<file path="config.mk">
export PLATFORM = sky130hd
export DESIGN_NAME = simon_pipe_arbiter
export DESIGN_NICKNAME = d
export VERILOG_FILES = /design/src/rtl/simon_pkg.sv /design/src/rtl/simon_rr_arb.sv /design/src/rtl/simon_pipe_arbiter.sv
export SDC_FILE = /design/constraint.sdc
export NUM_CORES = 1
export LEC_CHECK = 0
export CAP_MARGIN = 15
export CORE_MARGIN = 3
export CORE_UTILIZATION = 40
export DETAILED_ROUTE_END_ITERATION = 6
export PLACE_DENSITY = 0.83
export SYNTH_ARGS = -nofsm -noshare
export SYNTH_HDL_FRONTEND = slang
export SYNTH_SLANG_ARGS = --single-unit
</file>
<file path="constraint.sdc">
create_clock -name clk -period 4.17 [get_ports clk]
set_clock_uncertainty 0.1 [all_clocks]
set_input_delay 1.0425 -clock clk [delete_from_list [all_inputs] [get_ports clk]]
set_output_delay 1.0425 -clock clk [all_outputs]
set_load 0.01 [all_outputs]
</file>
<file path="src/rtl/simon_pkg.sv">
// Shared constants and tag type for the Simon 32/64 pipeline front end.
package simon_pkg;
  localparam int SIMON_BLOCK_W  = 32;
  localparam int SIMON_WORD_W   = 16;
  localparam int SIMON_ROUNDS   = 32;
  localparam int SIMON_PIPE_LAT = SIMON_ROUNDS + 1;
  // Sized for the largest supported requester count (8).
  localparam int ID_W = 3;

  typedef struct packed {
    logic            valid;
    logic [ID_W-1:0] id;
  } tag_t;
endpackage

</file>
<file path="src/rtl/simon_rr_arb.sv">
// Combinational round-robin: the first eligible requester after last_grant wins.
module simon_rr_arb
  import simon_pkg::*;
#(
  parameter int NREQ = 2
) (
  input  logic [NREQ-1:0] elig,
  input  logic [ID_W-1:0] last_grant,
  output logic [NREQ-1:0] grant,
  output logic [ID_W-1:0] grant_id,
  output logic            grant_any
);
  always_comb begin
    grant     = '0;
    grant_id  = '0;
    grant_any = 1'b0;
    for (int k = 1; k <= NREQ; k++) begin
      for (int i = 0; i < NREQ; i++) begin
        if (!grant_any && elig[i] && (i == (int'(last_grant) + k) % NREQ)) begin
          grant[i]  = 1'b1;
          grant_id  = ID_W'(i);
          grant_any = 1'b1;
        end
      end
    end
  end
endmodule

</file>
<file path="src/rtl/simon_pipe_arbiter.sv">
// Round-robin front end sharing one Simon 32/64 pipeline among NREQ requesters;
// a tag shift register matched to the pipeline latency routes results back.
module simon_pipe_arbiter
  import simon_pkg::*;
#(
  parameter int NREQ         = 2,
  parameter int PIPE_LAT     = SIMON_PIPE_LAT,
  parameter int MAX_INFLIGHT = 8
) (
  input  logic                          clk,
  input  logic                          rst,
  input  logic                          key_valid,
  input  logic [NREQ-1:0]               req_valid,
  input  logic [NREQ*SIMON_BLOCK_W-1:0] req_data,
  output logic [NREQ-1:0]               req_ready,
  output logic [SIMON_BLOCK_W-1:0]      pipe_plaintext,
  input  logic [SIMON_BLOCK_W-1:0]      pipe_ciphertext,
  output logic [NREQ-1:0]               rsp_valid,
  output logic [SIMON_BLOCK_W-1:0]      rsp_data,
  output logic                          busy
);
  localparam int              CNT_W    = $clog2(MAX_INFLIGHT + 1);
  localparam logic [ID_W-1:0] LAST_RST = ID_W'(NREQ - 1);

  logic [NREQ-1:0]  elig;
  logic [NREQ-1:0]  grant;
  logic [ID_W-1:0]  grant_id;
  logic             xfer;
  logic [ID_W-1:0]  last_grant_q;
  logic [ID_W-1:0]  last_grant_d;
  tag_t             tag_q [PIPE_LAT];
  logic [CNT_W-1:0] cnt_q [NREQ];
  logic [CNT_W-1:0] cnt_d [NREQ];

  simon_rr_arb #(.NREQ(NREQ)) u_arb (
    .elig       (elig),
    .last_grant (last_grant_q),
    .grant      (grant),
    .grant_id   (grant_id),
    .grant_any  (xfer)
  );

  assign req_ready    = grant;
  assign last_grant_d = xfer ? grant_id : last_grant_q;
  assign rsp_data     = pipe_ciphertext;

  for (genvar gi = 0; gi < NREQ; gi++) begin : g_req
    // Eligibility is masked during reset so nothing is offered while rst is low.
    assign elig[gi] = rst & key_valid & req_valid[gi] &
                      (cnt_q[gi] < CNT_W'(MAX_INFLIGHT));
    assign rsp_valid[gi] = tag_q[PIPE_LAT-1].valid &&
                           (tag_q[PIPE_LAT-1].id == ID_W'(gi));
    assign cnt_d[gi] = (grant[gi] && !rsp_valid[gi]) ? cnt_q[gi] + CNT_W'(1) :
                       (!grant[gi] && rsp_valid[gi]) ? cnt_q[gi] - CNT_W'(1) :
                       cnt_q[gi];

    a_no_wrap: assert property (@(posedge clk) disable iff (!rst)
      !((grant[gi] && !rsp_valid[gi] && cnt_q[gi] == CNT_W'(MAX_INFLIGHT)) ||
        (!grant[gi] && rsp_valid[gi] && cnt_q[gi] == '0)));
  end

  always_comb begin
    pipe_plaintext = '0;
    for (int i = 0; i < NREQ; i++) begin
      pipe_plaintext |= {SIMON_BLOCK_W{grant[i]}} &
                        req_data[i*SIMON_BLOCK_W +: SIMON_BLOCK_W];
    end
  end

  always_comb begin
    busy = 1'b0;
    for (int k = 0; k < PIPE_LAT; k++) begin
      busy |= tag_q[k].valid;
    end
  end

  always_ff @(posedge clk or negedge rst) begin
    if (!rst) begin
      last_grant_q <= LAST_RST;
      for (int k = 0; k < PIPE_LAT; k++) begin
        tag_q[k] <= '0;
      end
      for (int i = 0; i < NREQ; i++) begin
        cnt_q[i] <= '0;
      end
    end else begin
      last_grant_q <= last_grant_d;
      // Bubbles enter as valid=0 so each slot mirrors one pipeline stage.
      tag_q[0]     <= '{valid: xfer, id: grant_id};
      for (int k = 1; k < PIPE_LAT; k++) begin
        tag_q[k] <= tag_q[k-1];
      end
      for (int i = 0; i < NREQ; i++) begin
        cnt_q[i] <= cnt_d[i];
      end
    end
  end
endmodule

</file>
==> results of run 1 <==
-- power groups by stage --
stage	Clock [W]	Sequential [W]	Combinational, W
CTS	0.000606	0.000909	0.000460
detailed placement	0	0.000919	0.000456
global placement	0	0.000915	0.000437
global route	0.000639	0.000926	0.000499
finish	0.000585	0.000909	0.000458
floorplan	0	0.000897	0.000298
-- sequential cells by signal, summed over array words and instances (netlist names) --
name,flops
cnt_q,8
tag_q,66
last_grant_q,1
-- worst min path at each step --
| stage | start | end | slack, ns | cells after the start |
|---|---|---|---|---|
| 3_5_place_dp | tag_q[124]$_DFF_PN0_ | tag_q[120]$_DFF_PN0_ | 0.23 | 0 |
| 5_1_grt | tag_q[128]$_DFF_PN0_ | tag_q[124]$_DFF_PN0_ | 0.25 | 0 |
| 3_3_place_gp | tag_q[20]$_DFF_PN0_ | tag_q[16]$_DFF_PN0_ | 0.23 | 0 |
| 6_report | tag_q[84]$_DFF_PN0_ | tag_q[80]$_DFF_PN0_ | 0.25 | 0 |
| 4_1_cts | tag_q[84]$_DFF_PN0_ | tag_q[80]$_DFF_PN0_ | 0.25 | 0 |
| 2_1_floorplan | tag_q[4]$_DFF_PN0_ | tag_q[0]$_DFF_PN0_ | 0.23 | 0 |
-- critical path: stages --
cell and delay (ns):
clkdlybuf4s50_1 0.52, nand4b_1 0.15, o21ba_2 0.30, buf_12 0.18, a22o_1 0.15, clkdlybuf4s50_1 0.56
-- kinds of logic (layout without fill, tap and decap cells) --
logic type | count (synthesis) | in the layout
and+or+nand+nor | 34 | 34
AOI/OAI and AO/OA | 48 | 48
buffers and inverters | 46 | 132
DFF | 75 | 75
muxes | 4 | 4
xor gates and xnor gates | 4 | 4
adders and majority gates | 8 | 8
-- placed cells by master, fill, tap and decap left out, types with 2 or more instances in the layout --
cell	netlist	final
inv_1	5	5
dfrtp_1	74	74
mux2_2	2	2
clkdlybuf4s50_1	0	104
a22o_1	29	29
fa_1	2	2
a22o_2	3	3
clkinvlp_4	0	4
mux2i_1	2	2
clkbuf_8	0	9
a21oi_1	4	4
nand3_1	4	4
buf_4	32	4
nor4_1	7	7
or3_1	4	4
o211ai_1	4	4
ha_1	6	6
nand3b_1	2	2
nand4_1	2	2
o21ai_0	3	3
buf_12	1	2
nor3_1	2	2
bufinv_16	0	2
or4_1	2	2
nand2_1	7	7
xnor2_1	4	4
a2111o_1	2	2
-- metal layers --
layer	up-vias	part of all wire	track usage
li1	927	-	-
met3	8	0.080	0.0724
met4	0	0.0061	0.0379
met2	73	0.50	0.252
met1	989	0.41	0.213
met5	-	0	0
-- metrics by stage --
stage / hold slack [ns] / instances / utilization
6_report: 0.249 / 404 / 0.571
3_3_place_gp: 0.233 / 388 / 0.542
5_1_grt: 0.254 / 404 / 0.571
3_5_place_dp: 0.235 / 388 / 0.542
4_1_cts: 0.251 / 404 / 0.571
2_1_floorplan: 0.231 / 219 / -
-- cell type report --
class,instances,area (um^2),share of cell area
Timing Repair Buffer,111,1120,0.268
Clock inverter,6,90.1,0.0216
Sequential cell,75,1880,0.451
Tap cell,99,124,0.0297
Multi-Input combinational cell,98,812,0.195
Inverter,5,18.8,0.00450
Clock buffer,10,128,0.0306
==> summary.md, run 1 <==
| Metric | Value |
|---|---|
| Setup-violating endpoint count in the final report | 0 |
| Overall Power | 0.00195 W |
| Max-Cap Viols | 0 |
| Synth top area share | 0.611 |
| Most instantiated cells after synthesis | 74 x dfrtp_1, 32 x buf_4, 29 x a22o_1 |
| Starting DRC count in detailed routing | 156 |
| CTS Hold Bufs | 0 |
| Worst Setup Start Kind | primary input |
| Largest net degree at the start of global routing | 76 |
| Area Growth Syn to Fin | 37.4% |
| RSZ-0062 raised after global routing | false |
| First-pass DRT Iterations | 4 |
| Hold Crit Class | reg2reg |
| Average wire length per cell after detail routing | 17.8 um |
| Multiplexer area fraction after synthesis | 0.0140 |
| Clk pin slew, worst setup/hold paths | 0.08 ns |
| Post-place instance area | 3950 um^2 |
| Crit path capture type | output pin |
| Setup Crit Path Kind | in2out |
| Origin of the critical flop-to-flop path | cnt_q[7]$_DFFE_PN0P_ |
| Number of top-level design ports | 170 |
| Cell type with the highest aggregate area in the netlist | dfrtp_1 |
| Basic-gate share of the synthesized area counting and, or, nand and nor cells | 0.0693 |
| Shortest period the worst path allows | 4.06 ns |
| Number of max-slew violations in the final report | 0 |
| Inserted Diodes | 0 |
| Share of layout cells above drive strength 1 | 0.102 |
| Weighted congestion at the end of routability-driven global placement | 0.712 |
| Number of gates given a new drive strength after cts | 0 |
| HPWL after detailed placement | 5350 um |
| Internal Power | 0.00142 W |
| Final nets | 409 |
| Remaining global-route overflow | 0 |
| Dominant register cell in the synthesized netlist | dfrtp_1 |
| Leakage Power | 1.84 nW |
| Maximum net fanout on the critical path | 29 |
| Adder-cell share of the synthesized area | 0.0380 |
| Overall die area | 8660 um^2 |
| Count of yosys warnings during synthesis | 0 |
| Number of buffers inserted during clock tree synthesis | 9 |
| Count leader, synth | dfrtp_1 |
| Worst setup path endpoint | pipe_plaintext[24] |
| Vias per inst | 4.94 |
| Clock tree root driver cell | clkbuf_8 |
| Post-CTS Setup Inserts | 0 |
| Worst Reg2Reg Path Length in Cells | 9 |
| Final clock period utilization by the worst path | 0.973 |
| Sw frac | 0.272 |
| GRT Overall Usage | 0.163 |
| Number of filler cells placed in the layout | 615 |
| Combinational family with the most area after synthesis | compound AO/OA/AOI/OAI gates |
| Net load switching power | 0.000530 W |
| Initial antenna violation count | 0 |
| Post-Syn Area | 3030 um^2 |
| Remaining routing DRC violations | 0 |
| Port bufs | 105 |
| #FFs+latches synth | 75 |
| Xor and xnor area share after synthesis | 0.0116 |
| Cell count after synthesis | 219 |
| Worst voltage drop across the vdd grid | 254 uV |
| Routed vias | 1997 |
| CTS tree | yes |
| Fraction of the yosys area taken by sequential cells | 0.619 |
| Die Span X | 93.1 um |
| Number of H-tree branching levels | 3 |
| Register-to-register setup slack | 1.36 ns |
| Yosys cell types | 35 |
| Relative max-transition margin | 0.428 |
| Actual transition at the worst max-transition pin | 0.857 ns |
| Remaining antenna violation count | 0 |
| Endpoints failing hold | 0 |
| Biggest area contributors in the synthesized netlist | dfrtp_1 61%, a22o_1 8.4%, buf_4 7.9%, ha_1 2.5%, nor4_1 1.4% |
| Initial Utilization | 0.416 |
| Status | finished, final reports clean |
| Clk sink count | 75 |
| Post-synthesis compound-gate area fraction | 0.135 |
| Total power per unit cell area | 468 nW/um^2 |
| Final setup margin | 0.114 ns |
| Worst setup slack before clock tree synthesis | 0.0829 ns |
| Worst setup path startpoint | key_valid |
| Fraction of registers with async set/reset | 1.00 |
| First-pass GRT wire length | 10900 um |
| Fmax | 247 MHz |
| Final design instance area without fill | 4170 um^2 |
| Logic pwr share | 0.235 |
| Via count of the first global-routing pass | 2078 |
| Number of enable flip-flop cells after synthesis | 0 |
| Destination of the worst register-to-register timing path | cnt_q[7]$_DFFE_PN0P_ |
| Relative contribution of sequential cells to total power | 0.466 |
| Critical path data required time | 3.03 ns |
| Total Negative Setup Slacks | 0 ns |
| Avg Synthesized Cell Area | 13.8 um^2 |
| Worst EP arrival | 2.91 ns |
| Core Box Area | 7290 um^2 |
| Clk network pwr share | 0.300 |
| Skew-Pair Late Insertion Delay | 0.33 ns |
| Std-Cell Rows | 31 |
| Post-Route WL | 7180 um |
| Vertical die dimension | 93.1 um |
| Post-Syn Nets | 328 |
| Max Buffers Root-to-Sink | 2 |
Note: power is estimated with default switching activity, not from simulation.
==> inputs of run 2 (changes only) <==
--- a/config.mk
+++ b/config.mk
@@ -6,10 +6,11 @@
 export NUM_CORES = 1
 export LEC_CHECK = 0
 export CAP_MARGIN = 15
-export CORE_MARGIN = 3
 export CORE_UTILIZATION = 40
+export CTS_CLUSTER_SIZE = 40
 export DETAILED_ROUTE_END_ITERATION = 6
 export PLACE_DENSITY = 0.83
+export REMOVE_ABC_BUFFERS = 1
 export SYNTH_ARGS = -nofsm -noshare
 export SYNTH_HDL_FRONTEND = slang
 export SYNTH_SLANG_ARGS = --single-unit
==> run 2 against run 1 <==
Net effect:
- die area down 8.4%
- critical path type unchanged
- routed wire length is 10% higher
- first-iteration DRC count is 19% lower
- sequential power barely moved
- highest routed layer unchanged
- sequential share of layout area grew 0.12 points
==> summary.md, run 2 (synthesis gave the netlist of run 1 again) <==
| Metric | Value |
|---|---|
| Status | finished, final reports clean |
| CTS Hold Bufs | 0 (unchanged) |
| Initial Utilization | 0.416 (unchanged) |
| Endpoints failing hold | 0 (unchanged) |
| Number of buffers inserted during clock tree synthesis | 9 (unchanged) |
| Shortest period the worst path allows | 4.09 ns (+0.0314 ns) |
| Largest net degree at the start of global routing | 76 (unchanged) |
| Vertical die dimension | 89.1 um (-4.3%) |
| Number of max-slew violations in the final report | 0 (unchanged) |
| Remaining global-route overflow | 0 (unchanged) |
| Overall die area | 7930 um^2 (-8.4%) |
| Final nets | 409 (unchanged) |
| Number of H-tree branching levels | 3 (unchanged) |
| HPWL after detailed placement | 5810 um (+8.6%) |
| Fraction of the core area covered by cells at the end of the flow | 0.570 (-0.00155) |
| Clk pin slew, worst setup/hold paths | 0.07 ns (about the same) |
| Vias per inst | 5.01 (+1.4%) |
| Worst hold path stage count | 0 (unchanged) |
| Clock tree root driver cell | clkbuf_8 |
| Routed vias | 2024 (+1.4%) |
| Area used by multi-input combinational logic | 812 um^2 (unchanged) |
| Weighted congestion at the end of routability-driven global placement | 0.768 (+7.8%) |
| Std-Cell Rows | 31 (unchanged) |
| Total power per unit cell area | 466 nW/um^2 (-0.56%) |
| Register-to-register setup slack | 1.35 ns (about the same) |
| Clk sink count | 75 (unchanged) |
| Area Growth Syn to Fin | 37.0% |
| Post-Route WL | 7910 um (+10%) |
| RSZ-0062 raised after global routing | false |
| Total Negative Setup Slacks | 0 ns (unchanged) |
| Worst voltage drop across the vdd grid | 376 uV (+48%) |
| Destination of the worst register-to-register timing path | cnt_q[7]$_DFFE_PN0P_ |
| Hold Crit Class | reg2reg |
| Number of gates given a new drive strength after cts | 0 (unchanged) |
| Setup-violating endpoint count in the final report | 0 (unchanged) |
| Port bufs | 105 (unchanged) |
| Crit path capture type | output pin |
| GRT Overall Usage | 0.202 (+0.0390) |
| First-pass DRT Iterations | 4 (unchanged) |
| Remaining antenna violation count | 0 (unchanged) |
| Remaining routing DRC violations | 0 (unchanged) |
| Maximum net fanout on the critical path | 26 (-10%) |
| Number of top-level design ports | 170 (unchanged) |
| Worst hold slack | 0.243 ns (-0.00603 ns) |
| Skew-Pair Late Insertion Delay | 0.34 ns (about the same) |
| Worst Reg2Reg Path Length in Cells | 9 (unchanged) |
| Critical path data required time | 3.03 ns (about the same) |
| Leakage Power | 1.85 nW (+0.50%) |
| Largest register by flop count | tag_q |
| Worst hold endpoint | tag_q[120]$_DFF_PN0_ |
| Setup Crit Path Kind | in2out |
| Core Box Area | 7290 um^2 (unchanged) |
| Max-Cap Viols | 0 (unchanged) |
| Most common library cell in the layout ignoring fill and taps | clkdlybuf4s50_1 |
| Post-CTS Setup Inserts | 0 (unchanged) |
| Fmax | 245 MHz (-0.77%) |
| Flip-flop and latch area | 1880 um^2 (unchanged) |
| Share of layout cells above drive strength 1 | 0.0951 (-0.00656) |
| Worst Setup Start Kind | primary input |
| Die Span X | 89.1 um (-4.3%) |
| Final setup margin | 0.0826 ns (-0.0314 ns) |
| Max Buffers Root-to-Sink | 2 (unchanged) |
| CTS tree | yes |
| Initial antenna violation count | 0 (unchanged) |
| Average wire length per cell after detail routing | 19.6 um (+10%) |
| Largest registers ranked by flip-flop count | tag_q (66), cnt_q (8), last_grant_q (1) |
| Inserted Diodes | 0 (unchanged) |
| Start point of the worst hold path | tag_q[124]$_DFF_PN0_ |
| First-pass GRT wire length | 11300 um (+4.0%) |
| Flip-flop count of the largest register after layout | 66 (unchanged) |
| Starting DRC count in detailed routing | 127 (-19%) |
| Number of filler cells placed in the layout | 619 (+0.65%) |
| Final clock period utilization by the worst path | 0.980 (+0.00753) |
| Worst setup slack before clock tree synthesis | 0.100 ns (+0.0176 ns) |
| Via count of the first global-routing pass | 1979 (-4.8%) |
| Worst EP arrival | 2.94 ns (+0.03 ns) |
| Commonest non-fill, non-tap cells in the layout | 104 x clkdlybuf4s50_1, 74 x dfrtp_1, 29 x a22o_1, 12 x clkbuf_8 |
| Actual transition at the worst max-transition pin | 0.864 ns (+0.00663 ns) |
| Origin of the critical flop-to-flop path | cnt_q[7]$_DFFE_PN0P_ |
| Relative max-transition margin | 0.424 (-0.00442) |
[run 2: cell types whose count changed in the layout (fill, tap and decap cells not counted)]
cell,change
bufinv_16,-1
clkbuf_8,+3
clkbuf_1,+2
clkinvlp_4,-4
[run 2: where the power goes]
| part | switching, W | internal, W |
|---|---|---|
| Combinational | 0.000209 | 0.000260 |
| Sequential | 0.0000802 | 0.000829 |
| Clock | 0.000231 | 0.000326 |
[run 2: routing by layer]
metal | part of all wire | vias up | track usage
met1 | 0.46 | 1031 | 0.299
li1 | - | 920 | -
met5 | 0 | - | 0.0390
met2 | 0.45 | 70 | 0.244
met4 | 0.0028 | 0 | 0.0317
met3 | 0.087 | 3 | 0.132
[run 2: through the flow]
stage	cells	power [W]	instance area, um^2
after floorplan	178	0.00115	2710
after global placement	388	0.00135	3950
after detailed placement	388	0.00138	3950
after CTS	404	0.00196	4160
after global routing	404	0.00205	4160
final	404	0.00194	4160
[run 2: final cells by class]
cell class	instances	share of cell area
sequential	75	0.452
timing repair buffer	111	0.269
multi-input combinational	98	0.195
clock buffer	15	0.0425
tap	99	0.0298
clock inverter	1	0.00723
inverter	5	0.00452
[run 2: worst max-delay path by stage]
stage,start,slack [ns],cells after the start,to
finish,key_valid,0.08,6,pipe_plaintext[19]
CTS,key_valid,0.06,6,pipe_plaintext[19]
global route,key_valid,0.008,6,pipe_plaintext[15]
detailed placement,key_valid,0.10,6,pipe_plaintext[19]
global placement,key_valid,0.12,6,pipe_plaintext[19]
floorplan,rst,0.50,8,cnt_q[7]$_DFFE_PN0P_
[run 2: critical path: stages]
cell and delay [ns]:
clkdlybuf4s50_1 0.52, nand4b_1 0.17, o21ba_2 0.31, buf_12 0.17, a22o_1 0.17, clkdlybuf4s50_1 0.56
==> inputs of run 3 (changes only) <==
--- a/config.mk
+++ b/config.mk
@@ -6,6 +6,7 @@
 export NUM_CORES = 1
 export LEC_CHECK = 0
 export CAP_MARGIN = 15
+export CORE_MARGIN = 2
 export CORE_UTILIZATION = 40
 export CTS_CLUSTER_SIZE = 40
 export DETAILED_ROUTE_END_ITERATION = 6
==> run 3 against run 2 <==
Net effect:
- design area hardly changed
- combinational power down 2%
- worst hold slack improved by 0.0048 ns
- routed wire length grew 2.2%
- sequential cell count unchanged
- register-to-register slack got worse by 0.02 ns
- fmax shrank 0.21%
- worst setup slack lost 0.0088 ns
- critical path type unchanged
- critical endpoint is now pipe_plaintext[5]
- largest cell class unchanged
- highest routed layer is now met5
==> summary.md, run 3 (synthesis gave the netlist of run 1 again) <==
| Metric | Value |
|---|---|
| Shortest period the worst path allows | 4.10 ns (+0.00879 ns) |
| Remaining antenna violation count | 0 (unchanged) |
| Weighted congestion at the end of routability-driven global placement | 0.759 (-1.2%) |
| Largest register by flop count | tag_q |
| Final setup margin | 0.0738 ns (-0.00879 ns) |
| Number of buffers inserted during clock tree synthesis | 9 (unchanged) |
| Number of H-tree branching levels | 3 (unchanged) |
| Worst Setup Start Kind | primary input |
| Worst voltage drop across the vdd grid | 299 uV (-20%) |
| Flip-flop count of the largest register after layout | 66 (unchanged) |
| CTS Hold Bufs | 0 (unchanged) |
| Register-to-register setup slack | 1.33 ns (-0.02 ns) |
| Worst setup slack before clock tree synthesis | 0.0803 ns (-0.0201 ns) |
| First-pass GRT wire length | 12300 um (+8.3%) |
| Number of max-slew violations in the final report | 0 (unchanged) |
| Origin of the critical flop-to-flop path | cnt_q[7]$_DFFE_PN0P_ |
| Maximum net fanout on the critical path | 33 (+27%) |
| Most common library cell in the layout ignoring fill and taps | clkdlybuf4s50_1 |
| Worst Reg2Reg Path Length in Cells | 9 (unchanged) |
| Max-Cap Viols | 0 (unchanged) |
| Starting DRC count in detailed routing | 80 (-37%) |
| Port bufs | 105 (unchanged) |
| Area Growth Syn to Fin | 37.1% (about the same) |
| Clock tree root driver cell | clkbuf_8 |
| Largest net degree at the start of global routing | 71 (-6.6%) |
| Post-CTS Setup Inserts | 0 (unchanged) |
| Setup Crit Path Kind | in2out |
| Max Buffers Root-to-Sink | 2 (unchanged) |
| Remaining global-route overflow | 0 (unchanged) |
| Vias per inst | 5.03 (+0.45%) |
| Endpoints failing hold | 0 (unchanged) |
| Clk pin slew, worst setup/hold paths | 0.07 ns (about the same) |
| CTS tree | yes |
| Clk sink count | 75 (unchanged) |
| Std-Cell Rows | 31 (unchanged) |
| Worst hold path stage count | 0 (unchanged) |
| Hold Crit Class | reg2reg |
| Crit path capture type | output pin |
| Initial antenna violation count | 0 (unchanged) |
| Status | finished, final reports clean |
| Share of layout cells above drive strength 1 | 0.0987 (+0.00360) |
| Post-Route WL | 8080 um (+2.2%) |
| Destination of the worst register-to-register timing path | cnt_q[7]$_DFFE_PN0P_ |
| Routed vias | 2028 (+0.20%) |
| Largest registers ranked by flip-flop count | tag_q (66), cnt_q (8), last_grant_q (1) |
| Average wire length per cell after detail routing | 20.0 um (+2.4%) |
| Start point of the worst hold path | tag_q[8]$_DFF_PN0_ |
| Relative max-transition margin | 0.447 (+0.0235) |
| Final nets | 408 (-0.24%) |
| Actual transition at the worst max-transition pin | 0.829 ns (-0.0352 ns) |
| Worst hold slack | 0.248 ns (+0.00484 ns) |
| Initial Utilization | 0.416 (unchanged) |
| Overall die area | 8290 um^2 (+4.5%) |
| Total Negative Setup Slacks | 0 ns (unchanged) |
| First-pass DRT Iterations | 4 (unchanged) |
| Core Box Area | 7290 um^2 (unchanged) |
| Critical path data required time | 3.03 ns (about the same) |
| Leakage Power | 1.85 nW (-0.17%) |
| GRT Overall Usage | 0.194 (-0.00862) |
| Final clock period utilization by the worst path | 0.982 (+0.00211) |
| Vertical die dimension | 91.1 um (+2.2%) |
| Via count of the first global-routing pass | 2218 (+12%) |
| Fmax | 244 MHz (-0.21%) |
| Worst EP arrival | 2.95 ns (about the same) |
| Skew-Pair Late Insertion Delay | 0.33 ns (about the same) |
| Remaining routing DRC violations | 0 (unchanged) |
| HPWL after detailed placement | 5840 um (+0.54%) |
| Commonest non-fill, non-tap cells in the layout | 104 x clkdlybuf4s50_1, 74 x dfrtp_1, 29 x a22o_1, 10 x clkbuf_8 |
| Fraction of the core area covered by cells at the end of the flow | 0.570 (about the same) |
| Setup-violating endpoint count in the final report | 0 (unchanged) |
| Die Span X | 91.1 um (+2.2%) |
| Total power per unit cell area | 456 nW/um^2 (-2.1%) |
| Number of top-level design ports | 170 (unchanged) |
| Inserted Diodes | 0 (unchanged) |
| Worst hold endpoint | tag_q[4]$_DFF_PN0_ |
run 3: cell count changes in the layout (fill, tap and decap cells not counted):
cell        delta
clkbuf_1       -2
clkbuf_8       -2
clkinvlp_4     +1
o21ba_2        -1
clkbuf_16      +1
o21ba_4        +1
clkinv_2       +3
buf_4          -2
run 3: per-stage QoR:
stage | total power, W | std cells | instance area, um^2
floorplan | 0.00115 | 178 | 2710
global placement | 0.00135 | 386 | 3930
detailed placement | 0.00137 | 386 | 3930
CTS | 0.00191 | 402 | 4130
global route | 0.00201 | 403 | 4160
finish | 0.00190 | 403 | 4160
run 3: report_power, final:
group,internal [W],switching (W),leakage (nW)
combinational,0.000260,0.000200,0.741
sequential,0.000829,0.0000794,1.01
clock,0.000290,0.000240,0.0991
run 3: repair_timing:
action / in CTS / in global routing
endpoints found under the setup margin: 0 / 2
hold endpoints to repair: 0 / 0
gates resized for setup: 0 / 2
run 3: how the worst max path moves through the flow:
stage,start,to,depth (start not counted)
after global routing,key_valid,pipe_plaintext[5],6
after global placement,req_valid[1],pipe_plaintext[5],6
after floorplan,rst,cnt_q[7]$_DFFE_PN0P_,8
after CTS,key_valid,pipe_plaintext[5],6
final,req_valid[1],pipe_plaintext[5],6
after detailed placement,key_valid,pipe_plaintext[5],6
run 3: final cells by class:
type                       count  area, um^2
sequential                    75        1880
clock inverter                 5        52.6
fill                         597        3130
clock buffer                  11         141
tap                           99         124
multi-input combinational     98         818
timing repair buffer         110        1130
inverter                       5        18.8
run 3: layer usage:
layer / track usage / routed length [um] / vias to the layer above
li1: - / - / 921
met1: 0.258 / 3560 / 1040
met2: 0.285 / 3830 / 58
met3: 0.0963 / 615 / 7
met4: 0.0354 / 38 / 2
met5: 0.0513 / 29 / -
run 3: worst max-delay path, cell delays in order:
cell	delay (ns)
clkdlybuf4s50_1	0.54
nand4b_4	0.17
a31oi_4	0.23
buf_12	0.22
a22o_1	0.19
clkdlybuf4s50_1	0.55
